**src/rtl/pipelined_compare_unit.sv**
```systemverilog
// Pipelined RV32 compare unit: subtract A-B CHUNK bits per stage (LSB first), borrow and zero flag carried forward.
// Latency STAGES cycles, one op/cycle; the whole pipe stalls globally while the output is held unconsumed.
module pipelined_compare_unit #(
  parameter int WIDTH = 32,
  parameter int CHUNK = 8,
  parameter int TAG_W = 5
) (
  input  logic             clk_i,
  input  logic             rst_ni,
  input  logic             flush_i,
  input  logic             in_valid_i,
  output logic             in_ready_o,
  input  logic [2:0]       op_i,
  input  logic [WIDTH-1:0] a_i,
  input  logic [WIDTH-1:0] b_i,
  input  logic [TAG_W-1:0] tag_i,
  output logic             out_valid_o,
  input  logic             out_ready_i,
  output logic             cond_o,
  output logic [WIDTH-1:0] result_o,
  output logic [TAG_W-1:0] tag_o
);

  localparam int STAGES = WIDTH / CHUNK;

  logic advance;

  // Per-stage inputs: element 0 comes from the ports, element s>0 from stage s-1 registers.
  logic             st_vld  [STAGES];
  logic [WIDTH-1:0] st_a    [STAGES];
  logic [WIDTH-1:0] st_b    [STAGES];
  logic             st_cy   [STAGES];
  logic             st_zr   [STAGES];
  logic             st_amsb [STAGES];
  logic             st_bmsb [STAGES];
  logic [2:0]       st_op   [STAGES];
  logic [TAG_W-1:0] st_tag  [STAGES];

  assign advance    = ~out_valid_o | out_ready_i;
  assign in_ready_o = advance;

  assign st_vld[0]  = in_valid_i;
  assign st_a[0]    = a_i;
  assign st_b[0]    = b_i;
  assign st_cy[0]   = 1'b1;
  assign st_zr[0]   = 1'b1;
  assign st_amsb[0] = a_i[WIDTH-1];
  assign st_bmsb[0] = b_i[WIDTH-1];
  assign st_op[0]   = op_i;
  assign st_tag[0]  = tag_i;

  for (genvar s = 0; s < STAGES; s++) begin : g_stage
    logic [CHUNK:0] sum;
    logic           zero;

    assign sum  = {1'b0, st_a[s][CHUNK-1:0]} + {1'b0, ~st_b[s][CHUNK-1:0]}
                + {{CHUNK{1'b0}}, st_cy[s]};
    assign zero = st_zr[s] & (sum[CHUNK-1:0] == '0);

    if (s < STAGES - 1) begin : g_mid
      logic             vld_q, cy_q, zr_q, amsb_q, bmsb_q;
      logic [WIDTH-1:0] a_q, b_q;
      logic [2:0]       op_q;
      logic [TAG_W-1:0] tag_q;

      always_ff @(posedge clk_i) begin
        if (!rst_ni) begin
          vld_q  <= 1'b0;
          cy_q   <= 1'b0;
          zr_q   <= 1'b0;
          amsb_q <= 1'b0;
          bmsb_q <= 1'b0;
          a_q    <= '0;
          b_q    <= '0;
          op_q   <= '0;
          tag_q  <= '0;
        end else begin
          if (flush_i)      vld_q <= 1'b0;
          else if (advance) vld_q <= st_vld[s];
          if (advance) begin
            cy_q   <= sum[CHUNK];
            zr_q   <= zero;
            amsb_q <= st_amsb[s];
            bmsb_q <= st_bmsb[s];
            // Shift so the next unprocessed slice always sits at bit 0.
            a_q    <= st_a[s] >> CHUNK;
            b_q    <= st_b[s] >> CHUNK;
            op_q   <= st_op[s];
            tag_q  <= st_tag[s];
          end
        end
      end

      assign st_vld[s+1]  = vld_q;
      assign st_a[s+1]    = a_q;
      assign st_b[s+1]    = b_q;
      assign st_cy[s+1]   = cy_q;
      assign st_zr[s+1]   = zr_q;
      assign st_amsb[s+1] = amsb_q;
      assign st_bmsb[s+1] = bmsb_q;
      assign st_op[s+1]   = op_q;
      assign st_tag[s+1]  = tag_q;
    end else begin : g_last
      logic             borrow, lt, cond_d;
      logic             out_vld_q, cond_q;
      logic [TAG_W-1:0] tag_q;

      always_comb begin
        borrow = ~sum[CHUNK];
        lt     = (st_amsb[s] != st_bmsb[s]) ? st_amsb[s] : borrow;
        cond_d = 1'b0;
        case (st_op[s])
          3'b000:  cond_d = zero;
          3'b001:  cond_d = ~zero;
          3'b100:  cond_d = lt;
          3'b101:  cond_d = ~lt;
          3'b110:  cond_d = borrow;
          3'b111:  cond_d = ~borrow;
          default: cond_d = 1'b0;
        endcase
      end

      always_ff @(posedge clk_i) begin
        if (!rst_ni) begin
          out_vld_q <= 1'b0;
          cond_q    <= 1'b0;
          tag_q     <= '0;
        end else begin
          if (flush_i)      out_vld_q <= 1'b0;
          else if (advance) out_vld_q <= st_vld[s];
          if (advance) begin
            cond_q <= cond_d;
            tag_q  <= st_tag[s];
          end
        end
      end

      assign out_valid_o = out_vld_q;
      assign cond_o      = cond_q;
      assign result_o    = {{(WIDTH-1){1'b0}}, cond_q};
      assign tag_o       = tag_q;
    end
  end

endmodule

```
**config.mk**
```make
export PLATFORM = sky130hd
export DESIGN_NAME = pipelined_compare_unit
export DESIGN_NICKNAME = d
export VERILOG_FILES = /design/src/rtl/pipelined_compare_unit.sv
export SDC_FILE = /design/constraint.sdc
export NUM_CORES = 1
export LEC_CHECK = 0
export ABC_AREA = 1
export CORE_MARGIN = 2
export CORE_UTILIZATION = 35
export CTS_CLUSTER_DIAMETER = 120
export DETAILED_ROUTE_END_ITERATION = 16
export DONT_BUFFER_PORTS = 1
export SLEW_MARGIN = 30
export SYNTH_ARGS = -nofsm -noshare
export SYNTH_HDL_FRONTEND = slang
export SYNTH_SLANG_ARGS = --single-unit
```
**constraint.sdc**
```tcl
create_clock -name clk_i -period 2.95 [get_ports clk_i]
set_input_delay 0.59 -clock clk_i [delete_from_list [all_inputs] [get_ports clk_i]]
set_output_delay 0.59 -clock clk_i [all_outputs]
set_load 0.005 [all_outputs]
```
After elaboration in Yosys (flattened, before gate mapping)
Cells that the tools add are included.
Operators by class
  add/sub/neg operators: 8
  multiply operators: 0
  divide/modulo/power cells: 0
  order comparisons: 0
  equal/unequal tests: 6
  shifts and indexed selects: 0
  mux-type cells: 2
  bitwise gates (word level): 13
  reduce and logical (&&, ||, !) cells: 6
Operators by type and width (count)
  8-bit by 8-bit adder with 9-bit output: 4
  8-bit zero test: 4
  8-bit inverter: 4
  9-bit by 1-bit adder with 9-bit output: 3
  3-bit equality test, second input constant: 4
  9-bit by 1-bit adder with 9-bit output, second input constant: 1
  1-bit case mux with 6 select lines: 1
  1-bit inverter: 5
  1-bit bitwise AND: 3
  3-bit by 1-bit equality test with 1-bit output, second input constant: 1
  3-bit zero test: 1
  2-bit OR reduction: 1
  1-bit two-way mux: 1
  1-bit inequality test: 1
  1-bit OR: 1
Storage, ports and cells
  flip-flop bits (word level): 142
  latch bits: 0
  memory bits (writable): 0
  ROM bits: 0
  input bits: 77
  output and inout bits: 40
  word-level logic and storage cells: 65
  memories: 0

Logic depth before layout (Yosys ltp)
Gate-level depths: netlist of the first run.
  depth after elaboration: 7
  mapped depth: 14
  mapped depth without buffers: 14

Worst setup path before layout of the first run
No wires, ideal clock.
  path type: reg2reg
  from: register g_stage[2].g_mid.cy_q
  to: register g_stage[3].g_last.cond_q, in the netlist cond_o
  library setup time: 0.122 ns
  arrival: 1.915 ns
  data required time: 2.828 ns
  path slack: 0.914 ns
  cell stages (with the launch flop): 14
  buffers on the path: 0
  period minus slack after synthesis: 2.036 ns
  path through: dfxtp_1 > inv_1 > fa_1 > fa_1 > inv_1 > nand3_1 > nand2_1 > nand2_1 > nand2_1 > nand2_1 > nand3_1 > nand3b_1 > nor2_1 > a21oi_2
Between the ends
  word-level cells in the longest chain between the ends: 5
  elaborated cells on any way between the ends: 8
  classes of those cells: add/sub: 1; mux: 2; bitwise: 4; reduce/logical: 1
RTL lines
  from (decl): RTL line 61  | logic vld_q, cy_q, zr_q, amsb_q, bmsb_q;
  from (signal assigned): RTL line 81  | cy_q <= sum[CHUNK];
  9-bit by 1-bit adder with 9-bit output (*): RTL line 57  | + {{CHUNK{1'b0}}, st_cy[s]};
  8-bit zero test / 1-bit inverter (equally long branches): RTL line 58, 109
  1-bit bitwise AND / 1-bit two-way mux (equally long branches): RTL line 58, 110
  1-bit inverter, on equally long branches: RTL line 114, 116
  1-bit case mux with 6 select lines (*): RTL line 112  | case (st_op[s])
  to (signal assigned): RTL line 132  | cond_q <= cond_d;
  to (decl): RTL line 105  | logic out_vld_q, cond_q;
Every way passes the cells marked *; elsewhere a longest branch is shown, timed or not.
A chain may end at the register's enable or synchronous reset.

Final worst setup path of the first run
Ends and elaborated chain as after synthesis.

==> results of run 1 <==
-- cell usage in the layout (no fill, tap or decap), drive strengths merged --
cell type    n
nand2       89
fa           7
buf          2
nand3       24
and2         1
xnor2        6
a31oi        1
a21o         1
nor3b        2
o21bai       2
ha          29
a21oi       56
clkinvlp     2
inv         88
bufinv       3
nor3        11
dfxtp      136
nor2       217
conb        31
o21ai      130
o211ai       3
nand3b       1
clkinv       4
clkbuf      18
o2111ai      1
nand4       11
a211oi       1
or2          2
xor2         5
-- how the worst max path moves through the flow --
stage | start | endpoint | slack (ps) | cells past startpoint
floorplan | g_stage[2].g_mid.cy_q | cond_o | 910 | 13
CTS | g_stage[2].g_mid.cy_q | cond_o | 760 | 13
detailed placement | g_stage[2].g_mid.cy_q | cond_o | 770 | 13
finish | g_stage[2].g_mid.cy_q | cond_o | 750 | 14
global placement | g_stage[2].g_mid.cy_q | cond_o | 800 | 13
global route | g_stage[2].g_mid.cy_q | cond_o | 540 | 14
-- state kept, by name, indices dropped and copies added, names as in the netlist --
signal                cells
g_stage.g_mid.cy_q        3
g_stage.g_mid.op_q        9
g_stage.g_mid.bmsb_q      3
g_stage.g_mid.zr_q        3
g_stage.g_mid.tag_q      15
g_stage.g_mid.vld_q       3
g_stage.g_mid.b_q        45
out_valid_o               1
tag_o                     5
g_stage.g_mid.a_q        45
g_stage.g_mid.amsb_q      3
cond_o                    1
-- metrics by stage --
stage	power [uW]	hold slack (ps)	instances	cell area, sq um
floorplan	2364	433.1	926	6658
global placement	2384	443.7	1086	6566
detailed placement	2391	447.9	1086	6566
CTS	4629	298.3	1118	7182
global route	4786	301.3	1118	7182
finish	4569	308.8	1118	7182
-- area by class of cell --
type / count / area (sq um)
inverters: 83 / 312.8
flip-flops and latches: 136 / 2723
clock buffers: 18 / 429.2
repair buffers: 2 / 40.04
well taps: 234 / 292.8
multi-input cells: 631 / 3198
clock inverters: 14 / 186.4
fillers: 1950 / 11340
-- metal layers --
| metal | share of wire (%) | vias up |
|---|---|---|
| met4 | 1.0 | 0 |
| met3 | 4.6 | 6 |
| met2 | 42 | 83 |
| li1 | - | 2774 |
| met1 | 53 | 2247 |
| met5 | 0 | - |
-- power by group through the flow --
stage / logic (uW) / registers [uW] / clock network, uW
after CTS: 397 / 1960 / 2280
final: 395 / 1950 / 2220
after floorplan: 379 / 1990 / 0
after detailed placement: 395 / 2000 / 0
after global placement: 390 / 1990 / 0
after global routing: 463 / 1960 / 2360
-- cell families after synthesis --
| kind of cell | share of synthesized area [%] |
|---|---|
| buffers and inverters | 11.26 |
| other | 0.05730 |
| adders and majority gates | 7.685 |
| AOI/OAI and AO/OA | 15.68 |
| and+or+nand+nor | 22.25 |
| xor gates and xnor gates | 1.472 |
| DFF | 41.60 |
-- critical path: cells and delay by family (launching register included) --
family	cells	cell delay, ps
flops	1	320
buf+inv	2	140
fa+ha+maj	2	870
compound gates	1	100
simple gates	9	710
==> metrics, run 1 <==
clock network power share 48.6%; predominant post-synthesis flop cell dfxtp_1; Combinational Power Share 8.6%; global routing met1 resource utilization 18.50%; post-synthesis cell type with the largest combined area dfxtp_1; IO buf count 0; setup clock skew after layout 9.235 ps; utilization after layout 38.78%; Worst Path Max Fanout 3; number of antenna violations at the first check in global routing 0; startpoint of the most critical register-to-register path g_stage[2].g_mid.cy_q; number of flip-flops and latches in the synthesized netlist 136; Total Die Area 19810 sq um; Synth Area per Inst 7.305 sq um; routability cong. 0.8311; count of distinct cell types in the synthesized netlist 37; Worst VDD drop 0.3939 mV; worst hold start rst_ni; buffer depth of the longest clock path 2; fraction of post-synthesis cell area in the top cell type by area 41.60%; wire length of the first global-routing pass 21350 um; PostCTS Resize Cnt 0; first-pass iteration count of the detailed router 5; fraction of final layout cells sized beyond drive strength 1 5.430%; nets@finish 984; critical path cell sequence inv_1 > fa_1 > fa_1 > inv_1 > nand3_1 > nand3_1 > nand2_1 > nor2_1 > nand2_1 > nor2_2 > nand2_1 > nand2_1 > nand3_2 > a21oi_2; required time reported for the critical path endpoint 3300 ps; leading post-synthesis cells by cell area dfxtp_1, nor2_1, o21ai_0; overall via count from detail_route 5110; slack of the worst reg-to-reg path 750 ps; list of most frequent post-synthesis cells nor2_1, dfxtp_1, o21ai_0; min Tclk post-route 2205 ps; top-level port count 117; number of instances in the synthesized netlist 896; final worst-path cycle share 74.73%; DR vias/cell 4.571; initial core utilization 35.34%; floorplan row count 50; share of flip-flops with an asynchronous set or reset 0%; number of pins with negative max-slew slack in the final report 0; type of element capturing the critical path flip-flop; post-route worst setup slack 745.3 ps; Root Buffer clkbuf_16; sequential area share after synthesis 41.60%; Setup CP Type flip-flop to flip-flop; met2 global-route usage 19.10%; Power Dens Cells 636.2 nW/um^2; number of H-tree branching levels 4; HPWL after detailed placement 8302 um; number of setup violations in the final report 0; cell depth of the worst min-delay path 2; Tightest Hold Check Type input port to flip-flop; Flop pwr share 42.8%; clock network latency to the later pin of the worst-skew pair 420 ps; Slew @ Worst Pin 656.4 ps; Total Wirelength 12990 um; clock net sink count 136; largest stage delay on the critical path 450 ps; library cell contributing the largest single delay on the critical path fa_1; worst hold path endpoint g_stage[0].g_mid.a_q[7]; Max Freq 453.6 MHz; sw frac 24.93%; final antenna diode count 0; number of buffers inserted by hold repair at cts 0; worst slack, placed 766.5 ps; CTS tree yes; max-slew headroom at the worst pin 56.24%; Post-synth EDFFs 0; Starting DRT DRC Count 279; post-CTS clock slew at the launch and capture registers of the worst setup and hold paths 60 ps; element type at the critical path start flip-flop; remaining design rule violation count 0; count of maximum capacitance violations 0; antenna-violating nets left 0; Post-Route Setup TNS 0 ps; area of the mapped netlist 6545 sq um; gr busiest metal met2; GR Overflow Total 0; critical path data arrival time 2550 ps; RSZ-0062 raised after global routing false; most used cell along the critical path nand2_1; Die Span X 140.8 um; total of warnings raised by yosys 0; area growth from synthesis to layout 9.730%; per-cell routed wire length 11.62 um; met3 track demand over resource 4.246%; run status complete, no violations; setup bufs post-CTS 0; die height 140.8 um; pin count of the biggest net entering global routing 168; cell with the most instances after synthesis nor2_1; TritonCTS buffer count 17; vias in the first global route 4528; Hold Vio Cnt, Final 0; area inside the core boundary 18520 sq um; number of cells on the worst reg-to-reg path 14; Cell Int Power 3430 uW; net switching power 1139 uW; Static Leakage 0.003470 uW; Overall Global Routing Usage 13.19%; capture instance of the worst register-to-register path cond_o
No activity file was read; power rests on OpenSTA's default activity.
==> run 2: changes to the inputs <==
clock period = 1.8 ns   (was 2.95 ns; I/O delays follow)
==> run 2 against run 1 <==
Effect of this change: global-route usage grew 0.66 points; sequential cell count is the same; clock skew grew 1.0 ps; the run now ends with setup timing left; die area unchanged; first-iteration DRC count is 7.9% lower; cell area grew 2.3%; non-clock buffer count grew 16; final cell count grew 1.4%.
==> metrics, run 2 (same netlist as run 1, synthesis figures left out) <==
IO buf count 0; sw frac 26.17%; Worst path top cell family by delay adder cells; final worst-path cycle share 113.1%; Overall Global Routing Usage 13.84%; post-CTS clock slew at the launch and capture registers of the worst setup and hold paths 60 ps; element type at the critical path start flip-flop; Worst VDD drop 0.6593 mV; vias in the first global route 4756; net switching power 1902 uW; Hold Vio Cnt, Final 0; die height 140.8 um; wire length of the first global-routing pass 22510 um; Power Dens Cells 988.8 nW/um^2; Static Leakage 0.003533 uW; Cell Int Power 5363 uW; post-route worst setup slack -236.6 ps; Tightest Hold Check Type input port to flip-flop; min Tclk post-route 2037 ps; utilization after layout 39.68%; buffer depth of the longest clock path 2; RSZ-0062 raised after global routing true; floorplan row count 50; commonest non-fill, non-tap cells in the layout nor2_1, o21ai_0, dfxtp_1; top-level port count 117; overall via count from detail_route 5258; required time reported for the critical path endpoint 2160 ps; number of pins with negative max-slew slack in the final report 0; Buf+Inv Stages, Crit Path 1; area after detailed placement 6699 sq um; critical path cell sequence fa_2 > fa_2 > nand2_1 > inv_1 > nand4_1 > nor2_1 > nand2_1 > nor2_2 > nand2_1 > nand2_1 > nand3_2 > a21oi_2; largest stage delay on the critical path 530 ps; first-pass iteration count of the detailed router 5; number of setup violations in the final report 3; HPWL after detailed placement 9054 um; Max Freq 491.0 MHz; Worst Path Max Fanout 2; Total Wirelength 13300 um; clock network latency to the later pin of the worst-skew pair 430 ps; number of H-tree branching levels 4; Setup CP Type flip-flop to flip-flop; DR vias/cell 4.637; pin count of the biggest net entering global routing 131; setup clock skew after layout 10.25 ps; TritonCTS buffer count 17; nets@finish 1000; remaining design rule violation count 0; library cell contributing the largest single delay on the critical path fa_2; area growth from synthesis to layout 12.25%; GR Overflow Total 0; post-route design area 7347 sq um; routability cong. 0.7910; Starting DRT DRC Count 257; Flop pwr share 44.2%; CTS tree yes; clock network power share 46.3%; run status finished with violations; type of element capturing the critical path flip-flop; registers with the highest flip-flop counts g_stage.g_mid.a_q (45), g_stage.g_mid.b_q (45), g_stage.g_mid.tag_q (15); Die Span X 140.8 um; violations in the final reports setup timing; count of maximum capacitance violations 0; initial core utilization 35.34%; area inside the core boundary 18520 sq um; Root Buffer clkbuf_16; Total Die Area 19810 sq um; per-cell routed wire length 11.73 um; most common cell after layout, fill and taps aside nor2_1; fraction of final layout cells sized beyond drive strength 1 10.46%; most used cell along the critical path nand2_1; antenna-violating nets left 0; Combinational Power Share 9.5%; critical path data arrival time 2390 ps; number of antenna violations at the first check in global routing 1; clock net sink count 136
run 2: cell types whose count changed in the layout (fill, tap and decap cells not counted), moves of 6 or more:
cell	previous run	this run
fa_1	7	1
dfxtp_2	0	7
fa_2	0	6
buf_4	0	14
inv_2	1	7
dfxtp_1	136	129
inv_1	81	75
run 2: final timing paths:
| check | from | endpoint | slack (ps) | depth (start not counted) |
|---|---|---|---|---|
| worst max-delay path | g_stage[2].g_mid.b_q[0] | cond_o | -240 | 12 |
| worst min-delay path | rst_ni | g_stage[0].g_mid.b_q[5] | 90 | 2 |
| worst max register to register | g_stage[2].g_mid.b_q[0] | cond_o | -240 | 12 |
| worst min register to register | g_stage[2].g_mid.b_q[2] | g_stage[2].g_mid.b_q[2] | 460 | 2 |
run 2: repair_timing:
action,in CTS,in global routing
hold buffers,0,0
pin swaps,14,8
buffers inserted,1,1
resized for setup,13,8
endpoints found under the setup margin,5,6
run 2: layout make-up:
cell class                      instances  area (sq um)
Antenna cell                            1         2.502
Clock buffer                           17         425.4
Clock inverter                         14         138.9
Fill cell                            1927         11170
Inverter                               83         316.6
Multi-Input combinational cell        631          3259
Sequential cell                       136          2731
Tap cell                              234         292.8
Timing Repair Buffer                   18         180.2
run 2: through the flow:
| step | setup TNS, ps | setup WS [ps] | total power [uW] | instances | hold slack [ps] |
|---|---|---|---|---|---|
| 3_5_place_dp | -721.8 | -235.7 | 3946 | 1100 | 448.0 |
| 4_1_cts | -567.4 | -248.4 | 7342 | 1132 | 60.51 |
| 3_3_place_gp | -585.4 | -201.6 | 3932 | 1100 | 444.9 |
| 5_1_grt | -929.6 | -342.4 | 7616 | 1133 | 73.30 |
| 2_1_floorplan | -256.4 | -130.5 | 3880 | 926 | 433.1 |
| 6_report | -494.6 | -236.6 | 7265 | 1134 | 85.38 |
run 2: power by group through the flow:
stage                     Sequential, uW  Clock [uW]  Combinational [uW]
final                               3210        3360                 693
after global routing                3220        3580                 814
after CTS                           3210        3450                 686
after detailed placement            3270           0                 671
after global placement              3270           0                 661
after floorplan                     3260           0                 624
run 2: layer usage:
layer	track usage, %	part of all wire (%)	up-vias
li1	-	-	2807
met3	3.702	5.8	19
met1	19.30	51	2323
met2	20.33	42	109
met4	5.579	1.6	0
met5	0	0	-
run 2: worst reg2reg max path, delay by kind of cell, from the launching register on:
| kind | cells | cell delay (ps) |
|---|---|---|
| compound gates | 1 | 110 |
| fa+ha+maj | 2 | 930 |
| buf+inv | 1 | 50 |
| flops | 1 | 330 |
| simple gates | 8 | 550 |
==> run 3: changes to the inputs <==
==> constraint.sdc (replaced) <==
create_clock -name clk_i -period 1.8 [get_ports clk_i]
set_input_delay 0.27 -clock clk_i [delete_from_list [all_inputs] [get_ports clk_i]]
set_output_delay 0.27 -clock clk_i [all_outputs]
set_load 0.005 [all_outputs]
==> run 3 against run 2 <==
Effect of this change: the run still ends with setup timing left; non-clock buffer count is 2 higher; sequential cell count stayed put; wire length is 4.8% higher; largest cell class unchanged; highest routed layer unchanged.
==> metrics, run 3 (same netlist as run 1, synthesis figures left out) <==
run status finished with violations; violations in the final reports setup timing; area growth from synthesis to layout 13.40%; largest stage delay on the critical path 530 ps; Buf+Inv Stages, Crit Path 2; startpoint of the most critical register-to-register path g_stage[2].g_mid.a_q[0]; Power Dens Cells 1028 nW/um^2; worst hold start rst_ni; Die Span X 140.8 um; capture instance of the worst register-to-register path cond_o; Worst Path Max Fanout 2; vias in the first global route 4861; Starting DRT DRC Count 227; per-cell routed wire length 12.29 um; min Tclk post-route 2036 ps; number of setup violations in the final report 3; cell depth of the worst min-delay path 2; utilization after layout 40.08%; Combinational Power Share 9.2%; net switching power 1754 uW; sw frac 22.99%; final antenna diode count 0; wire length of the first global-routing pass 23330 um; element type at the critical path start flip-flop; initial core utilization 35.34%; Hold Vio Cnt, Final 0; Total Wirelength 13930 um; commonest non-fill, non-tap cells in the layout nor2_1, o21ai_0, dfxtp_1; GR Overflow Total 0; number of inserted filler cells in the final layout 1946; die height 140.8 um; floorplan row count 50; number of antenna violations at the first check in global routing 0; number of pins with negative max-slew slack in the final report 0; number of cells on the worst reg-to-reg path 13; CTS tree yes; Static Leakage 0.003571 uW; clock network latency to the later pin of the worst-skew pair 420 ps; area after detailed placement 6676 sq um; required time reported for the critical path endpoint 2150 ps; final worst-path cycle share 113.1%; type of element capturing the critical path flip-flop; Overall Global Routing Usage 14.63%; worst slack, placed -247.9 ps; Cell Int Power 5877 uW; Total Die Area 19810 sq um; critical path cell sequence inv_2 > fa_2 > fa_2 > nand2_1 > inv_1 > nand4_1 > nor2_1 > nand2_1 > nor2_2 > nand2_1 > nand2_1 > nand3_2 > a21oi_2; clock net sink count 136; area inside the core boundary 18520 sq um; pin count of the biggest net entering global routing 107; post-route design area 7422 sq um; clock network power share 48.8%; Tightest Hold Check Type input port to flip-flop; nets@finish 1002; post-route worst setup slack -235.7 ps; routability cong. 0.8116; Max Freq 491.2 MHz; Worst path top cell family by delay adder cells; Final Power 7631 uW; top-level port count 117; registers with the highest flip-flop counts g_stage.g_mid.a_q (45), g_stage.g_mid.b_q (45), g_stage.g_mid.tag_q (15); most used cell along the critical path nand2_1; critical path data arrival time 2380 ps; setup clock skew after layout 8.320 ps; RSZ-0062 raised after global routing true; number of H-tree branching levels 4; slack of the worst reg-to-reg path -240 ps; count of maximum capacitance violations 0; worst hold path endpoint g_stage[0].g_mid.a_q[3]; Flop pwr share 42.1%; Root Buffer clkbuf_16; DR vias/cell 4.690; most common cell after layout, fill and taps aside nor2_1; max-slew headroom at the worst pin 44.99%; HPWL after detailed placement 9068 um; first-pass iteration count of the detailed router 6; Hold Slack 7.768 ps; Slew @ Worst Pin 822.5 ps; fraction of final layout cells sized beyond drive strength 1 9.667%; buffer depth of the longest clock path 2; overall via count from detail_route 5319; IO buf count 0; Setup CP Type flip-flop to flip-flop; antenna-violating nets left 0; library cell contributing the largest single delay on the critical path fa_2; Worst VDD drop 0.7219 mV; TritonCTS buffer count 17; post-CTS clock slew at the launch and capture registers of the worst setup and hold paths 60 ps; remaining design rule violation count 0
[run 3: cell count changes in the layout (fill, tap and decap cells not counted), moves of 3 or more]
cell | before | now
dlygate4sd3_1 | 0 | 6
inv_6 | 6 | 1
bufinv_16 | 1 | 5
buf_4 | 14 | 11
clkinv_2 | 1 | 4
clkinvlp_4 | 3 | 0
[run 3: area by class of cell]
cell class                      count  area [sq um]  share of cell area, %
Timing Repair Buffer               20         202.7                  2.731
Multi-Input combinational cell    631          3251                  43.80
Clock buffer                       18         429.2                  5.782
Inverter                           83         312.8                  4.214
Sequential cell                   136          2734                  36.83
Tap cell                          234         292.8                  3.945
Clock inverter                     12         200.2                  2.697
[run 3: power groups by stage]
stage	registers, uW	logic, uW	clock network (uW)
after floorplan	3260	624	0
after global placement	3270	649	0
after detailed placement	3270	657	0
after CTS	3210	696	3800
after global routing	3230	820	3930
final	3210	701	3720
[run 3: worst max-delay path by stage]
stage	startpoint	end	slack, ps	cells after the start
global route	g_stage[2].g_mid.a_q[0]	cond_o	-380	13
floorplan	g_stage[2].g_mid.a_q[0]	cond_o	-130	13
CTS	g_stage[2].g_mid.a_q[0]	cond_o	-250	13
finish	g_stage[2].g_mid.a_q[0]	cond_o	-240	13
detailed placement	g_stage[2].g_mid.a_q[0]	cond_o	-250	13
global placement	g_stage[2].g_mid.a_q[0]	cond_o	-200	13
[run 3: metal layers]
metal | vias up | part of all wire (%) | global-route usage, %
met5 | - | 0 | 0
met1 | 2398 | 51 | 20.34
li1 | 2815 | - | -
met4 | 0 | 0.81 | 4.737
met2 | 97 | 44 | 22.11
met3 | 9 | 4.2 | 3.940
[run 3: timing repair]
| action | 4_1_cts | 5_1_grt |
|---|---|---|
| hold endpoints to repair | 16 | 0 |
| pin swaps | 14 | 8 |
| setup endpoints to repair | 5 | 5 |
| setup buffers | 1 | 0 |
| hold buffers | 6 | 0 |
| gates resized for setup | 9 | 8 |
[run 3: per-stage QoR]
step | cells | setup TNS [ps]
after global routing | 1134 | -956.4
after CTS | 1134 | -551.8
after global placement | 1097 | -473.4
after floorplan | 926 | -256.4
after detailed placement | 1097 | -634.8
final | 1134 | -510.6
[run 3: worst reg2reg max path: cells and delay by family, from the launching register on]
family	cells	cell delay (ps)
simple gates	8	570
fa+ha+maj	2	890
compound gates	1	100
flops	1	320
buf+inv	2	90
==> patch (settings of run 2) <==
The parameter `TAG_W` goes from 5 to 7.
--- a/src/rtl/pipelined_compare_unit.sv
+++ b/src/rtl/pipelined_compare_unit.sv
@@ -3,7 +3,7 @@
 module pipelined_compare_unit #(
   parameter int WIDTH = 32,
   parameter int CHUNK = 8,
-  parameter int TAG_W = 5
+  parameter int TAG_W = 7
 ) (
   input  logic             clk_i,
   input  logic             rst_ni,
Interface: changed (resized tag_i and tag_o); port bits go from 117 to 121. No check against the original RTL was run, so the function may have changed too.
==> patch against run 2 <==
  * Cell area rose by 5.1%
  * Die area rose by 3.9%
  * Synthesized area rose by 4.0%
  * The flow still finishes with violations (setup timing)
  * Routed wire length rose by 9.3%
  * Sequential power rose by 6%
  * Total power rose by 5.5%
  * Sequential cell count rose by 8
  * Setup slack improved by 0.013 ns
  * Critical path type unchanged
==> patch: results (changes against run 2) <==
[outcome]
outcome=complete, but fails checks  ; unchanged
violations_in_the_final_reports=setup timing  ; unchanged

[synthesis]
synth_cell_type_count=34  ; was 37
synth.yosys.seq_area_share=0.4234  ; was 0.4160
synth.top_cells.by_count=sky130_fd_sc_hd__nor2_1, sky130_fd_sc_hd__dfxtp_1, sky130_fd_sc_hd__o21ai_0, sky130_fd_sc_hd__inv_1, sky130_fd_sc_hd__nand2_1  ; was sky130_fd_sc_hd__nor2_1, sky130_fd_sc_hd__dfxtp_1, sky130_fd_sc_hd__o21ai_0, sky130_fd_sc_hd__nand2_1, sky130_fd_sc_hd__inv_1
async_flop_share=0  ; unchanged
yosys-top-cells-area=sky130_fd_sc_hd__dfxtp_1, sky130_fd_sc_hd__nor2_1, sky130_fd_sc_hd__o21ai_0, sky130_fd_sc_hd__ha_1, sky130_fd_sc_hd__inv_1  ; was sky130_fd_sc_hd__dfxtp_1, sky130_fd_sc_hd__nor2_1, sky130_fd_sc_hd__o21ai_0, sky130_fd_sc_hd__ha_1, sky130_fd_sc_hd__nand2_1

[timing]
setup_viol=3  ; unchanged
final.hold.worst_slack_ns=0.08733  ; was 0.08538 ns
clock_skew_ns=0.008903  ; was 0.01025 ns
final_critical_path_setup_slack_ns=-0.2234  ; was -0.2366 ns

[pwr]
worst_ir_drop_vdd_uv=680.5  ; was 659.3 uV
total_leakage_power_nw=3.708  ; was 3.533 nW

[placement]
place_congestion=0.8209  ; was 0.7910
place_area_sq_mm=0.006999  ; was 0.006699 sq mm
place_hpwl_um=9542  ; was 9054 um

[global_routing]
grt_start_max_net_pins=139  ; was 131
antenna_violations_before_repair=0  ; was 1
grt_pass1_vias=5043  ; was 4756
first_pass_grt_wire_length_um=23260  ; was 22510 um
grt.total_usage=0.1400  ; was 0.1384

[layout]
ant_cells=0  ; was 1
final_nets=1038  ; was 1000
layout-drive-gt1-share=0.1016  ; was 0.1046
reg.largest.list=g_stage.g_mid.a_q x45, g_stage.g_mid.b_q x45, g_stage.g_mid.tag_q x21  ; was g_stage.g_mid.a_q x45, g_stage.g_mid.b_q x45, g_stage.g_mid.tag_q x15

[clock_network]
cts.path.max_buffers=2  ; unchanged
cts_htree_levels=4  ; unchanged

[worst_hold_path]
whs_endpoint=g_stage[1].g_mid.b_q[0]  ; was g_stage[0].g_mid.b_q[5]
timing.hold.worst.start=rst_ni  ; unchanged

[drt]
postRouteWirelength_um=14530  ; was 13300 um
starting_drc_count_in_detailed_routing=283  ; was 257
via_per_inst=4.619  ; was 4.637

[critical_path]
r2r-end=cond_o  ; unchanged

## patch: cell families after synthesis
group,after synthesis,synth area share
buffers and inverters,162,0.1104
xor gates and xnor gates,11,0.01415
AOI/OAI and AO/OA,206,0.1577
other,1,0.0005507
DFF,144,0.4234
and+or+nand+nor,370,0.2200
adders and majority gates,36,0.07387
## patch: how the worst max path moves through the flow
stage          slack [ns]      to                     from  depth (start not counted)
4_1_cts             -0.24  cond_o  g_stage[2].g_mid.b_q[0]                         12
2_1_floorplan       -0.12  cond_o  g_stage[2].g_mid.a_q[0]                         13
6_report            -0.22  cond_o  g_stage[2].g_mid.b_q[0]                         12
3_5_place_dp        -0.22  cond_o  g_stage[2].g_mid.a_q[0]                         13
5_1_grt             -0.43  cond_o  g_stage[2].g_mid.b_q[0]                         12
3_3_place_gp        -0.20  cond_o  g_stage[2].g_mid.a_q[0]                         13
## patch: power by group
part | switching, mW | internal (mW)
Clock | 1.36 | 2.21
Sequential | 0.0672 | 3.33
Combinational | 0.408 | 0.292
Total | 1.83 | 5.83
## patch: what timing repair did
item | CTS | global route
hold buffers | 0 | 0
gates resized for setup | 8 | 10
gates cloned | 0 | 2
hold endpoints to repair | 0 | 0
pin swaps | 8 | 7
endpoints found under the setup margin | 4 | 8
buffers inserted | 0 | 4
## patch: metrics by stage
step	util	TNS [ns]	setup WS, ns	std cells
2_1_floorplan	-	-0.2351	-0.1207	960
3_3_place_gp	0.3632	-0.5053	-0.1979	1163
3_5_place_dp	0.3632	-0.6790	-0.2156	1163
4_1_cts	0.3961	-0.5680	-0.2429	1194
5_1_grt	0.4005	-1.058	-0.4300	1200
6_report	0.4005	-0.4537	-0.2234	1200
## patch: final cells by class
class	count	area [sq um]
timing repair buffer	22	220.2
clock inverter	13	161.4
timing repair inverter	1	8.758
fill	2047	11550
inverter	83	324.1
clock buffer	18	439.2
tap	265	331.6
sequential	144	2894
multi-input combinational	654	3339
## patch: critical path, stage by stage (launching register included)
cell,delay (ns)
sky130_fd_sc_hd__dfxtp_2,0.33
sky130_fd_sc_hd__fa_2,0.40
sky130_fd_sc_hd__fa_2,0.52
sky130_fd_sc_hd__nand2_1,0.05
sky130_fd_sc_hd__inv_1,0.05
sky130_fd_sc_hd__nand4_1,0.08
sky130_fd_sc_hd__nor2_1,0.10
sky130_fd_sc_hd__nand2_1,0.07
sky130_fd_sc_hd__nor2_2,0.09
sky130_fd_sc_hd__nand2_1,0.06
sky130_fd_sc_hd__nand2_1,0.05
sky130_fd_sc_hd__nand3_1,0.06
sky130_fd_sc_hd__a21oi_1,0.11
## patch: metal layers
metal,GRT usage,vias up,part of all wire
met1,0.1877,2492,0.51
met2,0.2095,109,0.42
li1,-,2924,-
met5,0,-,0
met4,0.05418,0,0.017
met3,0.04499,18,0.058
